<file path="config.mk">
export PLATFORM = sky130hd
export DESIGN_NAME = rf_seq_ctrl_flat
export DESIGN_NICKNAME = d
export VERILOG_FILES = /design/src/rtl/rf_seq_ctrl_if.sv /design/src/rtl/rf_seq_ctrl.sv /design/src/flat_wrapper.sv
export SDC_FILE = /design/constraint.sdc
export NUM_CORES = 1
export LEC_CHECK = 0
export CAP_MARGIN = 10
export CORE_MARGIN = 5
export CORE_UTILIZATION = 29
export CTS_CLUSTER_DIAMETER = 100
export CTS_CLUSTER_SIZE = 28
export DETAILED_ROUTE_END_ITERATION = 8
export PLACE_DENSITY = 0.81
export SKIP_CTS_REPAIR_TIMING = 1
export SLEW_MARGIN = 20
export SYNTH_ARGS = -nofsm -noshare
export SYNTH_HDL_FRONTEND = slang
export SYNTH_SLANG_ARGS = --single-unit
</file>
<file path="constraint.sdc">
create_clock -name clk -period 2.9 [get_ports clk]
set_clock_uncertainty 0.15 [all_clocks]
set_input_delay 0.29 -clock clk [delete_from_list [all_inputs] [get_ports clk]]
set_output_delay 0.29 -clock clk [all_outputs]
set_load 0.02 [all_outputs]
</file>
<file path="src/rtl/rf_seq_ctrl_if.sv">
// Control, input-stream, RF and MAC signals of the operand sequencer.
// master = job/stream/MAC side, slave = the sequencer itself.
interface rf_seq_ctrl_if #(
  parameter int IDX_W  = 3,
  parameter int LANES  = 8,
  parameter int DATA_W = 8
);
  logic                      start;
  logic                      abort;
  logic [IDX_W:0]            num_rows;
  logic                      in_valid;
  logic                      in_ready;
  logic [LANES*DATA_W-1:0]   in_data;
  logic                      rf_enable;
  logic                      rf_write;
  logic [IDX_W-1:0]          rf_idx;
  logic [LANES*DATA_W-1:0]   rf_data;
  logic                      mac_valid;
  logic                      mac_ready;
  logic                      mac_last;
  logic                      busy;
  logic                      done;

  modport master (
    output start, abort, num_rows, in_valid, in_data, mac_ready,
    input  in_ready, rf_enable, rf_write, rf_idx, rf_data,
           mac_valid, mac_last, busy, done
  );

  modport slave (
    input  start, abort, num_rows, in_valid, in_data, mac_ready,
    output in_ready, rf_enable, rf_write, rf_idx, rf_data,
           mac_valid, mac_last, busy, done
  );
endinterface

</file>
<file path="src/rtl/rf_seq_ctrl.sv">
// Operand RF sequencer: loads rows from the input stream (written in the accept cycle),
// then replays them to the MAC array; in_ready/mac_valid stall cleanly under backpressure.
module rf_seq_ctrl #(
  parameter int DEPTH = 8,
  parameter int IDX_W = 3
) (
  input  logic        clk,
  input  logic        rst_n,
  rf_seq_ctrl_if.slave bus
);

  typedef enum logic [1:0] {S_IDLE, S_LOAD, S_STREAM, S_DONE} state_t;

  localparam logic [IDX_W:0]   DEPTH_C = (IDX_W+1)'(DEPTH);
  localparam logic [IDX_W:0]   ONE_W   = (IDX_W+1)'(1);
  localparam logic [IDX_W-1:0] ONE_I   = IDX_W'(1);

  state_t           state;
  logic [IDX_W-1:0] cnt;
  logic [IDX_W-1:0] cnt_inc;
  logic [IDX_W:0]   rows_q;
  logic [IDX_W:0]   last_idx;
  logic [IDX_W:0]   clamp_rows;
  logic             in_ready_q;
  logic             mac_valid_q;
  logic             mac_last_q;
  logic             busy_q;
  logic             done_q;
  logic             rf_write_c;

  assign cnt_inc    = cnt + ONE_I;
  assign last_idx   = rows_q - ONE_W;
  assign clamp_rows = (bus.num_rows > DEPTH_C) ? DEPTH_C : bus.num_rows;

  always_ff @(posedge clk or negedge rst_n) begin
    if (!rst_n) begin
      state       <= S_IDLE;
      cnt         <= '0;
      rows_q      <= '0;
      in_ready_q  <= 1'b0;
      mac_valid_q <= 1'b0;
      mac_last_q  <= 1'b0;
      busy_q      <= 1'b0;
      done_q      <= 1'b0;
    end else if (bus.abort) begin
      state       <= S_IDLE;
      cnt         <= '0;
      in_ready_q  <= 1'b0;
      mac_valid_q <= 1'b0;
      mac_last_q  <= 1'b0;
      busy_q      <= 1'b0;
      done_q      <= 1'b0;
    end else begin
      done_q <= 1'b0;
      case (state)
        S_IDLE: begin
          if (bus.start) begin
            rows_q <= clamp_rows;
            cnt    <= '0;
            busy_q <= 1'b1;
            if (bus.num_rows == '0) begin
              state  <= S_DONE;
              done_q <= 1'b1;
            end else begin
              state      <= S_LOAD;
              in_ready_q <= 1'b1;
            end
          end
        end
        S_LOAD: begin
          if (bus.in_valid) begin
            if ({1'b0, cnt} == last_idx) begin
              cnt         <= '0;
              state       <= S_STREAM;
              in_ready_q  <= 1'b0;
              mac_valid_q <= 1'b1;
              mac_last_q  <= (last_idx == '0);
            end else begin
              cnt <= cnt_inc;
            end
          end
        end
        S_STREAM: begin
          // Index only moves on a handshake, so a stalled row is neither skipped nor repeated.
          if (bus.mac_ready) begin
            if (mac_last_q) begin
              cnt         <= '0;
              state       <= S_DONE;
              mac_valid_q <= 1'b0;
              mac_last_q  <= 1'b0;
              done_q      <= 1'b1;
            end else begin
              cnt        <= cnt_inc;
              mac_last_q <= ({1'b0, cnt_inc} == last_idx);
            end
          end
        end
        default: begin
          state  <= S_IDLE;
          busy_q <= 1'b0;
        end
      endcase
    end
  end

  // Write path is combinational so a row is stored on the same edge it is accepted.
  assign rf_write_c    = in_ready_q & bus.in_valid & ~bus.abort;

  assign bus.in_ready  = in_ready_q;
  assign bus.rf_write  = rf_write_c;
  assign bus.rf_enable = rf_write_c | mac_valid_q;
  assign bus.rf_idx    = cnt;
  assign bus.rf_data   = rf_write_c ? bus.in_data : '0;
  assign bus.mac_valid = mac_valid_q;
  assign bus.mac_last  = mac_last_q;
  assign bus.busy      = busy_q;
  assign bus.done      = done_q;

endmodule

</file>
<file path="src/flat_wrapper.sv">
// flat-port wrapper written by rule: the top's interface ports become plain ports
module rf_seq_ctrl_flat 
#(
  parameter int DEPTH = 8,
  parameter int IDX_W = 3
)
  (clk, rst_n, bus_start, bus_abort, bus_num_rows, bus_in_valid, bus_in_data, bus_mac_ready, bus_in_ready, bus_rf_enable, bus_rf_write, bus_rf_idx, bus_rf_data, bus_mac_valid, bus_mac_last, bus_busy, bus_done);
  rf_seq_ctrl_if #(.IDX_W(IDX_W), .LANES(8), .DATA_W(8)) bus_i ();
  input  logic clk;
  input  logic rst_n;
  input wire logic [$bits(bus_i.start)-1:0] bus_start;
  input wire logic [$bits(bus_i.abort)-1:0] bus_abort;
  input wire logic [$bits(bus_i.num_rows)-1:0] bus_num_rows;
  input wire logic [$bits(bus_i.in_valid)-1:0] bus_in_valid;
  input wire logic [$bits(bus_i.in_data)-1:0] bus_in_data;
  input wire logic [$bits(bus_i.mac_ready)-1:0] bus_mac_ready;
  output wire logic [$bits(bus_i.in_ready)-1:0] bus_in_ready;
  output wire logic [$bits(bus_i.rf_enable)-1:0] bus_rf_enable;
  output wire logic [$bits(bus_i.rf_write)-1:0] bus_rf_write;
  output wire logic [$bits(bus_i.rf_idx)-1:0] bus_rf_idx;
  output wire logic [$bits(bus_i.rf_data)-1:0] bus_rf_data;
  output wire logic [$bits(bus_i.mac_valid)-1:0] bus_mac_valid;
  output wire logic [$bits(bus_i.mac_last)-1:0] bus_mac_last;
  output wire logic [$bits(bus_i.busy)-1:0] bus_busy;
  output wire logic [$bits(bus_i.done)-1:0] bus_done;
  assign bus_i.start = bus_start;
  assign bus_i.abort = bus_abort;
  assign bus_i.num_rows = bus_num_rows;
  assign bus_i.in_valid = bus_in_valid;
  assign bus_i.in_data = bus_in_data;
  assign bus_i.mac_ready = bus_mac_ready;
  assign bus_in_ready = bus_i.in_ready;
  assign bus_rf_enable = bus_i.rf_enable;
  assign bus_rf_write = bus_i.rf_write;
  assign bus_rf_idx = bus_i.rf_idx;
  assign bus_rf_data = bus_i.rf_data;
  assign bus_mac_valid = bus_i.mac_valid;
  assign bus_mac_last = bus_i.mac_last;
  assign bus_busy = bus_i.busy;
  assign bus_done = bus_i.done;
  rf_seq_ctrl #(.DEPTH(DEPTH), .IDX_W(IDX_W)) u_core (.clk(clk), .rst_n(rst_n), .bus(bus_i));
endmodule
</file>
After elaboration in Yosys (flattened, before gate mapping)
Cells that the tools add are included.
{"block": "word_totals", "ff_bits": 14, "inputBits": 74, "output_inout_bits": 74, "elab_cells": 84}
{"block": "classes", "n_addsub": 2, "order_cmp": 1, "eq_ne": 11, "muxes": 44, "bitwise": 4, "n_reduce_logical": 14}
{"operator": "$mux 64", "n": 1}
{"operator": "$mux 1", "n": 22}
{"operator": "$mux 3", "n": 6}
{"operator": "$reduce_and 5->1", "n": 3}
{"operator": "$mux 2", "n": 7}
{"operator": "$ne 3x3->1 const B", "n": 4}
{"operator": "$pmux 1 s2", "n": 5}
{"operator": "$pmux 3 s3", "n": 1}
{"operator": "$eq 3x4->1", "n": 2}
{"operator": "$logic_not 4->1", "n": 2}
{"operator": "$reduce_and 4->1", "n": 2}
{"operator": "$ne 3x2->1 const B", "n": 2}
{"operator": "$pmux 2 s3", "n": 1}
{"operator": "$reduce_bool 3->1", "n": 2}
{"operator": "$gt 4x4->1 const B", "n": 1}
{"operator": "$mux 4", "n": 1}
{"operator": "$reduce_bool 4->1", "n": 1}
{"operator": "$sub 4x1->4 const B", "n": 1}
{"operator": "$add 3x1->3 const B", "n": 1}
{"operator": "$reduce_and 3->1", "n": 1}
{"operator": "$and 1x1->1", "n": 2}
{"operator": "$eq 2x1->1 const B", "n": 1}
{"operator": "$eq 2x2->1 const B", "n": 1}
{"operator": "$logic_not 2->1", "n": 1}
{"operator": "other kinds (5)", "n": 5}

Logic depth before layout (Yosys ltp)
Gate-level depths: netlist of the first run.
{"block": "depth", "ltp_word": 6, "ltp_mapped": 7, "mapped_depth_nobuf": 7}

Worst setup path before layout of the first run
Ideal clock, no wire load.
{"block": "synth_path", "kind": "reg2reg", "startpoint": "register u_core.rows_q[0]", "endpoint": "register u_core.cnt[2] (netlist: u_core.bus.rf_idx[2])", "setup_ns": 0.126, "arrival_time_ns": 1.881, "required_ns": 2.624, "slack_ns": 0.743, "path_stages_with_launch": 8, "path_buffers": 0, "synth_period_minus_slack_ns": 2.157, "cell_sequence": "dfrtp_1 > inv_1 > ha_1 > xor2_1 > nand2_1 > o31ai_4 > a21oi_2 > a221o_1"}
{"block": "synth_via", "elab_chain_cells": 6}
{"element": "start: declaration", "line": "rf_seq_ctrl.sv:21", "text": "logic [IDX_W:0] rows_q;"}
{"element": "start signal: assignment", "line": "rf_seq_ctrl.sv:58", "text": "rows_q <= clamp_rows;"}
{"element": "$sub 4x1->4", "line": "rf_seq_ctrl.sv:32", "text": "assign last_idx = rows_q - ONE_W;"}
{"element": "$eq 3x4->1", "line": "rf_seq_ctrl.sv:72", "text": "if ({1'b0, cnt} == last_idx) begin"}
{"element": "$mux 3", "line": "rf_seq_ctrl.sv:72"}
{"element": "$mux 3", "line": "rf_seq_ctrl.sv:71", "text": "if (bus.in_valid) begin"}
{"element": "$pmux 3 s3", "line": "rf_seq_ctrl.sv:55", "text": "case (state)"}
{"element": "$mux 3", "line": "rf_seq_ctrl.sv:45", "text": "end else if (bus.abort) begin"}
{"element": "end signal: assignment", "line": "rf_seq_ctrl.sv:79", "text": "cnt <= cnt_inc;"}
{"element": "end signal: assignment", "line": "rf_seq_ctrl.sv:93", "text": "cnt <= cnt_inc;"}
{"element": "end: declaration", "line": "rf_seq_ctrl.sv:19", "text": "logic [IDX_W-1:0] cnt;"}
No other way between the ends. The select of a mux whose other input is x is not followed.
A chain may end at the register's enable or synchronous reset.

Worst setup path in the final report of the first run
{"block": "layout_path", "startpoint": "input bus_abort", "endpoint": "output bus_rf_data[58]"}
{"block": "layout_via", "elab_chain_cells": 3}
{"element": "start: declaration", "line": "flat_wrapper.sv:12", "text": "input wire logic [$bits(bus_i.abort)-1:0] bus_abort;"}
{"element": "$not 1->1 (no line)"}
{"element": "$and 1x1->1", "line": "rf_seq_ctrl.sv:107", "text": "assign rf_write_c = in_ready_q & bus.in_valid & ~bus.abort;"}
{"element": "$mux 64", "line": "rf_seq_ctrl.sv:113", "text": "assign bus.rf_data = rf_write_c ? bus.in_data : '0;"}
{"element": "end: declaration", "line": "flat_wrapper.sv:21", "text": "output wire logic [$bits(bus_i.rf_data)-1:0] bus_rf_data;"}
No other way between the ends.

==> results of run 1 <==
[flip-flops by register name (all words and copies together) (netlist names)]
name and count:
u_core.rows_q 4, u_core.bus.rf_idx 3, u_core.state 2, u_core.bus.busy 1, u_core.bus.done 1, u_core.bus.in_ready 1
u_core.bus.mac_last 1, u_core.bus.mac_valid 1
[worst reg2reg max path, cell delays in order (launching register included)]
cell and delay (ns):
dfrtp_1 0.47, inv_1 0.07, ha_1 0.34, xor2_1 0.19, nand2_1 0.13, o31ai_4 0.46
a21oi_2 0.14, a221o_1 0.36
[logic make-up (layout without fill, tap and decap cells)]
logic type,count (synthesis),count (layout)
mux,3,3
xor+xnor,8,8
fa+ha+maj,7,7
flops,14,14
compound gates,28,28
buf+inv,20,164
simple gates,101,101
[power by group through the flow]
stage          logic [mW]  clock network, mW  registers (mW)
2_1_floorplan       0.501                  0           0.316
3_3_place_gp        0.821                  0           0.305
3_5_place_dp        0.841                  0           0.308
4_1_cts             0.850              0.193           0.305
5_1_grt             0.928              0.204           0.316
6_report            0.844              0.195           0.303
[final timing paths]
check                                       end  slack, ns  cells past startpoint
max                             bus_rf_data[58]       0.33                      6
min                         u_core.bus.mac_last       0.29                      1
max reg2reg                u_core.bus.rf_idx[2]       0.47                      7
min reg2reg                    u_core.rows_q[1]       0.41                      2
max in group asynchronous       u_core.bus.busy       1.90                      1
min in group clk               u_core.rows_q[1]       0.41                      2
[synthesized netlist by cell type]
cell / instances
nor4_1: 1
mux2_1: 1
clkinv_1: 1
and2_1: 64
nor2_1: 6
nand3_1: 6
inv_1: 10
o2111ai_1: 1
nand2_1: 7
a22o_1: 1
or3_1: 1
ha_1: 7
o31ai_4: 1
a32o_1: 1
a41oi_1: 1
a21o_1: 2
nor3_1: 4
a221o_1: 1
clkbuf_1: 9
a21oi_2: 1
and3_1: 3
a21oi_1: 6
a31oi_1: 1
a22oi_1: 1
mux2_2: 2
nor2b_1: 1
dfrtp_1: 14
a2111oi_2: 1
or4_1: 1
a31oi_2: 1
nand4_1: 1
nand3b_1: 1
nand2b_1: 4
o21a_1: 2
o21ai_0: 7
or2_2: 1
xor2_1: 4
xnor2_1: 4
[layout make-up]
type                            instances  area, µm²
Multi-Input combinational cell        147        993
Tap cell                               67       83.8
Clock buffer                            4       55.1
Fill cell                             420       1700
Timing Repair Buffer                  149       1500
Inverter                               11       41.3
Sequential cell                        14        350
[layer usage]
| layer | up-vias | track usage | routed length (µm) |
|---|---|---|---|
| li1 | 886 | - | - |
| met1 | 808 | 0.224 | 2490 |
| met2 | 77 | 0.365 | 3450 |
| met3 | 5 | 0.0530 | 626 |
| met4 | 0 | 0.0355 | 44 |
| met5 | - | 0 | 0 |
==> results.toml, run 1 <==
[worst_setup_path]
cp_slowest_cell = "clkdlybuf4s50_1"
crit_path_max_incr_delay_ns = 0.64
worstPathRequired_ns = 2.46
cp-startpoint = "bus_abort"
crit_fanout = 66
critPathKind = "in -> out"
cp.buffers_inverters = 4
cp.arrival_ns = 2.13
critPathMostFrequentCell = "clkdlybuf4s50_1"
r2r-start = "u_core.rows_q[0]"
path_cells = "clkdlybuf4s50_1, inv_1, and3_1, buf_12, and2_1, clkdlybuf4s50_1"
cp-start-kind = "input port"
path_delay_family = "buffers and inverters"
end_kind = "output port"

[clocking]
htreeDepth = 1
tritoncts = "done"
clockRootBuffer = "clkbuf_8"
clock_latency_ns = 0.25
cts.sink_count = 14
numCtsBuffers = 3
clk_pin_slew_worst_paths_ns = 0.06
clock_path_buffers = 2

[min_path]
hp-class = "in -> async"

[floorplan]
fp.dieH_um = 79.9
io_pins = 148
fp.dieArea_um2 = 6390
die_w_um = 79.9
num_rows = 25
core_area_um2 = 4720
start_util = 0.300

[place]
gp_congestion = 0.842
io_buffers = 147
dp_hpwl_um = 5580
postPlaceCellArea_um2 = 2970
dp_cells = 388
pre_cts_ws_ns = 0.326

[grt]
grtUsageTotal = 0.197
grt_pass1_vias = 1774
grt_overflow = 0
grt_max_degree = 67
antenna_found_initial = 0
grt_pass1_wl_um = 9740

[cells_and_area]
area_growth_pct = 113
diodes = 0
final_cells = 392
stdcell_area_um2 = 3020
final_nets = 407
layout_common_cells = "clkdlybuf4s50_1 (147), and2_1 (64), dfrtp_1 (14), inv_1 (10)"
final_common_cell = "clkdlybuf4s50_1"
drive_above_1_share = 0.0400
final_util = 0.640

[power]
p_leak_nw = 1.22
switching_power_mw = 0.567
seqPwrFrac = 0.226
total_power_mw = 1.34
clockPowerShare = 0.146
p_per_area_nw_per_um2 = 444
cellInternalPower_mw = 0.775
swShare = 0.422
peakVddDrop_mv = 0.450
p_comb_frac = 0.629

[synthesis]
synthAdderAreaFrac = 0.0617
netlist.area_leader.share = 0.282
synth.area.mux_share = 0.0238
synth_compound_area_frac = 0.150
synth_largest_area_cell = "and2_1"
synth_area_leaders = "and2_1 (28%), dfrtp_1 (25%), ha_1 (6.2%), inv_1 (2.6%), o21ai_0 (2.5%)"
ys_warn_count = 0
synth_cell_types = 38
synth_top_family_by_area = "simple AND/OR/NAND/NOR gates"
syn_inst = 181
syn_avg_cell_area_um2 = 7.84
synth-xor-area-share = 0.0494
ys_seq_area_frac = 0.247
synth.net_count = 262
synth_seq_cells = 14
netlist_area_um2 = 1420
yosys.area_share.simple = 0.415

[timing]
clock.fmax_ghz = 0.389
holdWs_ns = 0.287
setup_slack_ns = 0.327
hold_violations = 0
period_minus_slack_ns = 2.57
fin_setup_tns_ns = 0
grt_setup_unrepaired = "no"
fin_crit_sh = 0.887
drv_slew = 0
relSlewSlack = 0.434
finalSetupViolCount = 0
tightest_slew_ns = 0.841

[outcome]
status = "complete, no violations"

[routing]
wirelength_um = 6620
drtIter0Drc = 45
drc = 0
via_count = 1776
ant_nets = 0
vias_per_cell = 4.53
firstDrtPassIters = 4
wl_per_cell_um = 16.9

[run]
drv_cap = 0
No activity file was read; power rests on OpenSTA's default activity.
==> run 2, diff against run 1 <==
--- a/config.mk
+++ b/config.mk
@@ -5,15 +5,17 @@
 export SDC_FILE = /design/constraint.sdc
 export NUM_CORES = 1
 export LEC_CHECK = 0
-export CAP_MARGIN = 10
+export CAP_MARGIN = 20
 export CORE_MARGIN = 5
-export CORE_UTILIZATION = 29
+export CORE_UTILIZATION = 30
+export CTS_BUF_LIST = sky130_fd_sc_hd__clkbuf_2 sky130_fd_sc_hd__clkbuf_4 sky130_fd_sc_hd__clkbuf_8
 export CTS_CLUSTER_DIAMETER = 100
 export CTS_CLUSTER_SIZE = 28
 export DETAILED_ROUTE_END_ITERATION = 8
-export PLACE_DENSITY = 0.81
+export PLACE_DENSITY = 0.84
 export SKIP_CTS_REPAIR_TIMING = 1
 export SLEW_MARGIN = 20
 export SYNTH_ARGS = -nofsm -noshare
 export SYNTH_HDL_FRONTEND = slang
 export SYNTH_SLANG_ARGS = --single-unit
+export TNS_END_PERCENT = 100
==> run 2 against run 1 <==
Against the previous run:
- critical path type unchanged
- sequential power is 2% higher
- register-to-register slack hardly changed
- cell area is 0.29% lower
- global-route usage is 1.7 points lower
- first-iteration DRC count is 6.7% higher
==> results.toml, run 2 (synthesized netlist as in run 1, its figures left out) <==
[timing]
hold_violations = 0
finalSetupViolCount = 0
grt_setup_unrepaired = "no"
clock.fmax_ghz = 0.391
relSlewSlack = 0.505
tightest_slew_ns = 0.736
fin_crit_sh = 0.882
fin_setup_tns_ns = 0
drv_slew = 0
setup_slack_ns = 0.343
period_minus_slack_ns = 2.56
holdWs_ns = 0.287

[place]
postPlaceCellArea_um2 = 2960
dp_cells = 376
pre_cts_ws_ns = 0.337
io_buffers = 147
gp_congestion = 0.813
dp_hpwl_um = 4970

[cells_and_area]
final_cells = 380
largest_reg_flops = 4
final_nets = 408
final_util = 0.647
final_common_cell = "clkdlybuf4s50_1"
stdcell_area_um2 = 3010
regMostFlops = "u_core.rows_q"
layout_common_cells = "clkdlybuf4s50_1 (147), and2_1 (64), dfrtp_1 (14), inv_1 (10)"
diodes = 0
drive_above_1_share = 0.0429
area_growth_pct = 112

[clocking]
htreeDepth = 1
clock_latency_ns = 0.25
clock_path_buffers = 2
tritoncts = "done"
numCtsBuffers = 3
cts.sink_count = 14
clockRootBuffer = "clkbuf_8"
clk_pin_slew_worst_paths_ns = 0.06

[power]
p_leak_nw = 1.22
peakVddDrop_mv = 0.546
total_power_mw = 1.35
p_per_area_nw_per_um2 = 448

[floorplan]
core_area_um2 = 4660
fp.dieArea_um2 = 6200
start_util = 0.304
num_rows = 25
io_pins = 148
fp.dieH_um = 78.8
die_w_um = 78.8

[outcome]
status = "complete, no violations"

[worst_setup_path]
cp.buffers_inverters = 4
crit_fanout = 66
worstPathRequired_ns = 2.46
cp.depth = 6
cp_slowest_cell = "clkdlybuf4s50_1"
worstSetupEndpoint = "bus_rf_data[54]"
cp-start-kind = "input port"
cp-startpoint = "bus_abort"
crit_path_max_incr_delay_ns = 0.63
critPathMostFrequentCell = "clkdlybuf4s50_1"
path_delay_family = "buffers and inverters"
critPathKind = "in -> out"
r2r-start = "u_core.rows_q[0]"
path_cells = "clkdlybuf4s50_1, inv_1, and3_1, buf_12, and2_1, clkdlybuf4s50_1"
reg2reg_slack_ns = 0.46
cp.arrival_ns = 2.12
r2r_cells = 7
rr_endpoint = "u_core.bus.rf_idx[2]"
end_kind = "output port"

[routing]
via_count = 1764
ant_nets = 0
drtIter0Drc = 48
wl_per_cell_um = 15.4
firstDrtPassIters = 4
wirelength_um = 5860
drc = 0
vias_per_cell = 4.64

[grt]
use_met3 = 0.0420
grt_max_degree = 67
grt.busiest_layer = "met2"
grtUsageTotal = 0.180
grt_overflow = 0
grt_pass1_wl_um = 8800
use_met2 = 0.332
grt_util_met1 = 0.207
grt_pass1_vias = 1681
antenna_found_initial = 0

[run]
drv_cap = 0

[min_path]
hp-class = "in -> async"
## run 2: per-layer routing
metal / wire, µm / up-vias
met5: 0 / -
met4: 59 / 0
met3: 486 / 7
met2: 3070 / 84
met1: 2240 / 784
li1: - / 889
## run 2: worst min path at each step
stage | startpoint | endpoint | cells after the start
after CTS | rst_n | u_core.rows_q[3] | 1
after global routing | rst_n | u_core.bus.rf_idx[2] | 1
after floorplan | rst_n | u_core.bus.busy | 0
after global placement | u_core.rows_q[1] | u_core.rows_q[1] | 2
final | rst_n | u_core.rows_q[3] | 1
after detailed placement | u_core.rows_q[1] | u_core.rows_q[1] | 2
## run 2: layout make-up
type,instances,area (µm²)
sequential,14,350
multi-input combinational,147,993
timing repair buffer,150,1510
fill,394,1650
clock buffer,4,55.1
tap,54,67.6
inverter,11,41.3
## run 2: power breakdown
part | switching [mW] | leakage, nW | internal, mW
registers | 0.0614 | 0.187 | 0.246
logic | 0.432 | 1.01 | 0.413
clock network | 0.0777 | 0.0288 | 0.121
total | 0.571 | 1.22 | 0.780
==> run 3, diff against run 2 <==
--- a/config.mk
+++ b/config.mk
@@ -8,7 +8,7 @@
 export CAP_MARGIN = 20
 export CORE_MARGIN = 5
 export CORE_UTILIZATION = 30
-export CTS_BUF_LIST = sky130_fd_sc_hd__clkbuf_2 sky130_fd_sc_hd__clkbuf_4 sky130_fd_sc_hd__clkbuf_8
+export CTS_BUF_LIST = sky130_fd_sc_hd__clkbuf_4
 export CTS_CLUSTER_DIAMETER = 100
 export CTS_CLUSTER_SIZE = 28
 export DETAILED_ROUTE_END_ITERATION = 8
==> run 3 against run 2 <==
Against the previous run:
- hold slack worse by 0.044 ns
- maximum frequency is 0.19% lower
- clock-buffer cell count decreased by 1
- register-to-register slack hardly changed
- power shrank 6.3%
- setup slack got worse by 0.0049 ns
- first-iteration DRC count grew 35%
- flip-flop and latch count unchanged
- critical path depth did not move
- utilization is 0.62 points lower
- via count rose by 0.79%
- largest cell class unchanged
- largest power group unchanged
==> results.toml, run 3 (synthesized netlist as in run 1, its figures left out) <==
[cells_and_area]
fillerInstances = 400
regMostFlops = "u_core.rows_q"
layout_common_cells = "clkdlybuf4s50_1 (147), and2_1 (64), dfrtp_1 (14), inv_1 (10)"
multi_input_area_um2 = 993
diodes = 0
seqCellArea_um2 = 350
drive_above_1_share = 0.0399
final_nets = 408
largest_reg_flops = 4
area_growth_pct = 110
final_common_cell = "clkdlybuf4s50_1"

[worst_setup_path]
end_kind = "output port"
critPathKind = "in -> out"
cp-start-kind = "input port"
worstPathRequired_ns = 2.46
crit_fanout = 66
cp.arrival_ns = 2.12

[floorplan]
start_util = 0.304
io_pins = 148
core_area_um2 = 4660
fp.dieH_um = 78.8
die_w_um = 78.8
fp.dieArea_um2 = 6200
num_rows = 25

[timing]
grt_setup_unrepaired = "no"
drv_slew = 0
relSlewSlack = 0.550
clock.fmax_ghz = 0.390
holdWs_ns = 0.243
tightest_slew_ns = 0.669
fin_crit_sh = 0.884
period_minus_slack_ns = 2.56
fin_setup_tns_ns = 0
hold_violations = 0
finalSetupViolCount = 0

[grt]
grt_overflow = 0
grt_max_degree = 67
grt_pass1_wl_um = 8710
antenna_found_initial = 0
grt_pass1_vias = 1660
grtUsageTotal = 0.178

[routing]
drc = 0
via_count = 1778
wl_per_cell_um = 15.2
ant_nets = 0
vias_per_cell = 4.68
wirelength_um = 5790
firstDrtPassIters = 4
drtIter0Drc = 65

[place]
io_buffers = 147
dp_hpwl_um = 4970
gp_congestion = 0.813

[clocking]
clock_path_buffers = 2
tritoncts = "done"
clockRootBuffer = "clkbuf_4"
htreeDepth = 1
numCtsBuffers = 3
cts.sink_count = 14
clock_latency_ns = 0.30
clk_pin_slew_worst_paths_ns = 0.09

[outcome]
status = "complete, no violations"

[power]
total_power_mw = 1.27
p_per_area_nw_per_um2 = 424
p_leak_nw = 1.21
peakVddDrop_mv = 0.498

[run]
drv_cap = 0

[min_path]
hp-class = "in -> async"
## run 3: cell types whose count changed in the layout (fill, tap and decap cells not counted), sizes merged
cell,before,now
clkbuf,4,3
clkinv,1,2
## run 3: worst paths after layout
| check | startpoint | end | slack (ns) | cells after the start |
|---|---|---|---|---|
| setup / recovery | bus_abort | bus_rf_data[54] | 0.34 | 6 |
| hold reg to reg | u_core.rows_q[1] | u_core.rows_q[1] | 0.42 | 2 |
| min in group clk | u_core.rows_q[1] | u_core.rows_q[1] | 0.42 | 2 |
| setup reg to reg | u_core.rows_q[0] | u_core.bus.rf_idx[2] | 0.46 | 7 |
| max in group asynchronous | rst_n | u_core.state[1] | 1.93 | 1 |
| hold / removal | rst_n | u_core.rows_q[3] | 0.24 | 1 |
## run 3: per-layer routing
layer | vias up | part of all wire | GRT usage
met5 | - | 0 | 0
met4 | 0 | 0.0074 | 0.0437
met3 | 5 | 0.090 | 0.0420
met2 | 89 | 0.52 | 0.327
met1 | 792 | 0.38 | 0.206
li1 | 892 | - | -
## run 3: critical path, cell delays in order
cell and delay, ns:
clkdlybuf4s50_1 0.41, inv_1 0.15, and3_1 0.23, buf_12 0.22
and2_1 0.17, clkdlybuf4s50_1 0.63
## run 3: layout make-up
class / instances / share of cell area
Sequential cell: 14 / 0.117
Tap cell: 54 / 0.0226
Multi-Input combinational cell: 147 / 0.333
Inverter: 11 / 0.0138
Timing Repair Buffer: 150 / 0.505
Clock inverter: 1 / 0.00126
Clock buffer: 3 / 0.00754
## run 3: per-stage QoR
| step | utilization | cell area [µm²] | worst slack, ns | cells |
|---|---|---|---|---|
| 2_1_floorplan | - | 1420 | 0.743 | 181 |
| 3_3_place_gp | 0.635 | 2960 | 0.350 | 376 |
| 3_5_place_dp | 0.635 | 2960 | 0.337 | 376 |
| 4_1_cts | 0.641 | 2990 | 0.335 | 380 |
| 5_1_grt | 0.641 | 2990 | 0.246 | 380 |
| 6_report | 0.641 | 2990 | 0.338 | 380 |
## run 3: report_power, final
part	total (mW)	switching [mW]	internal, mW
Clock	0.122	0.0720	0.0502
Combinational	0.838	0.425	0.413
Sequential	0.306	0.0607	0.246
Total	1.27	0.558	0.709
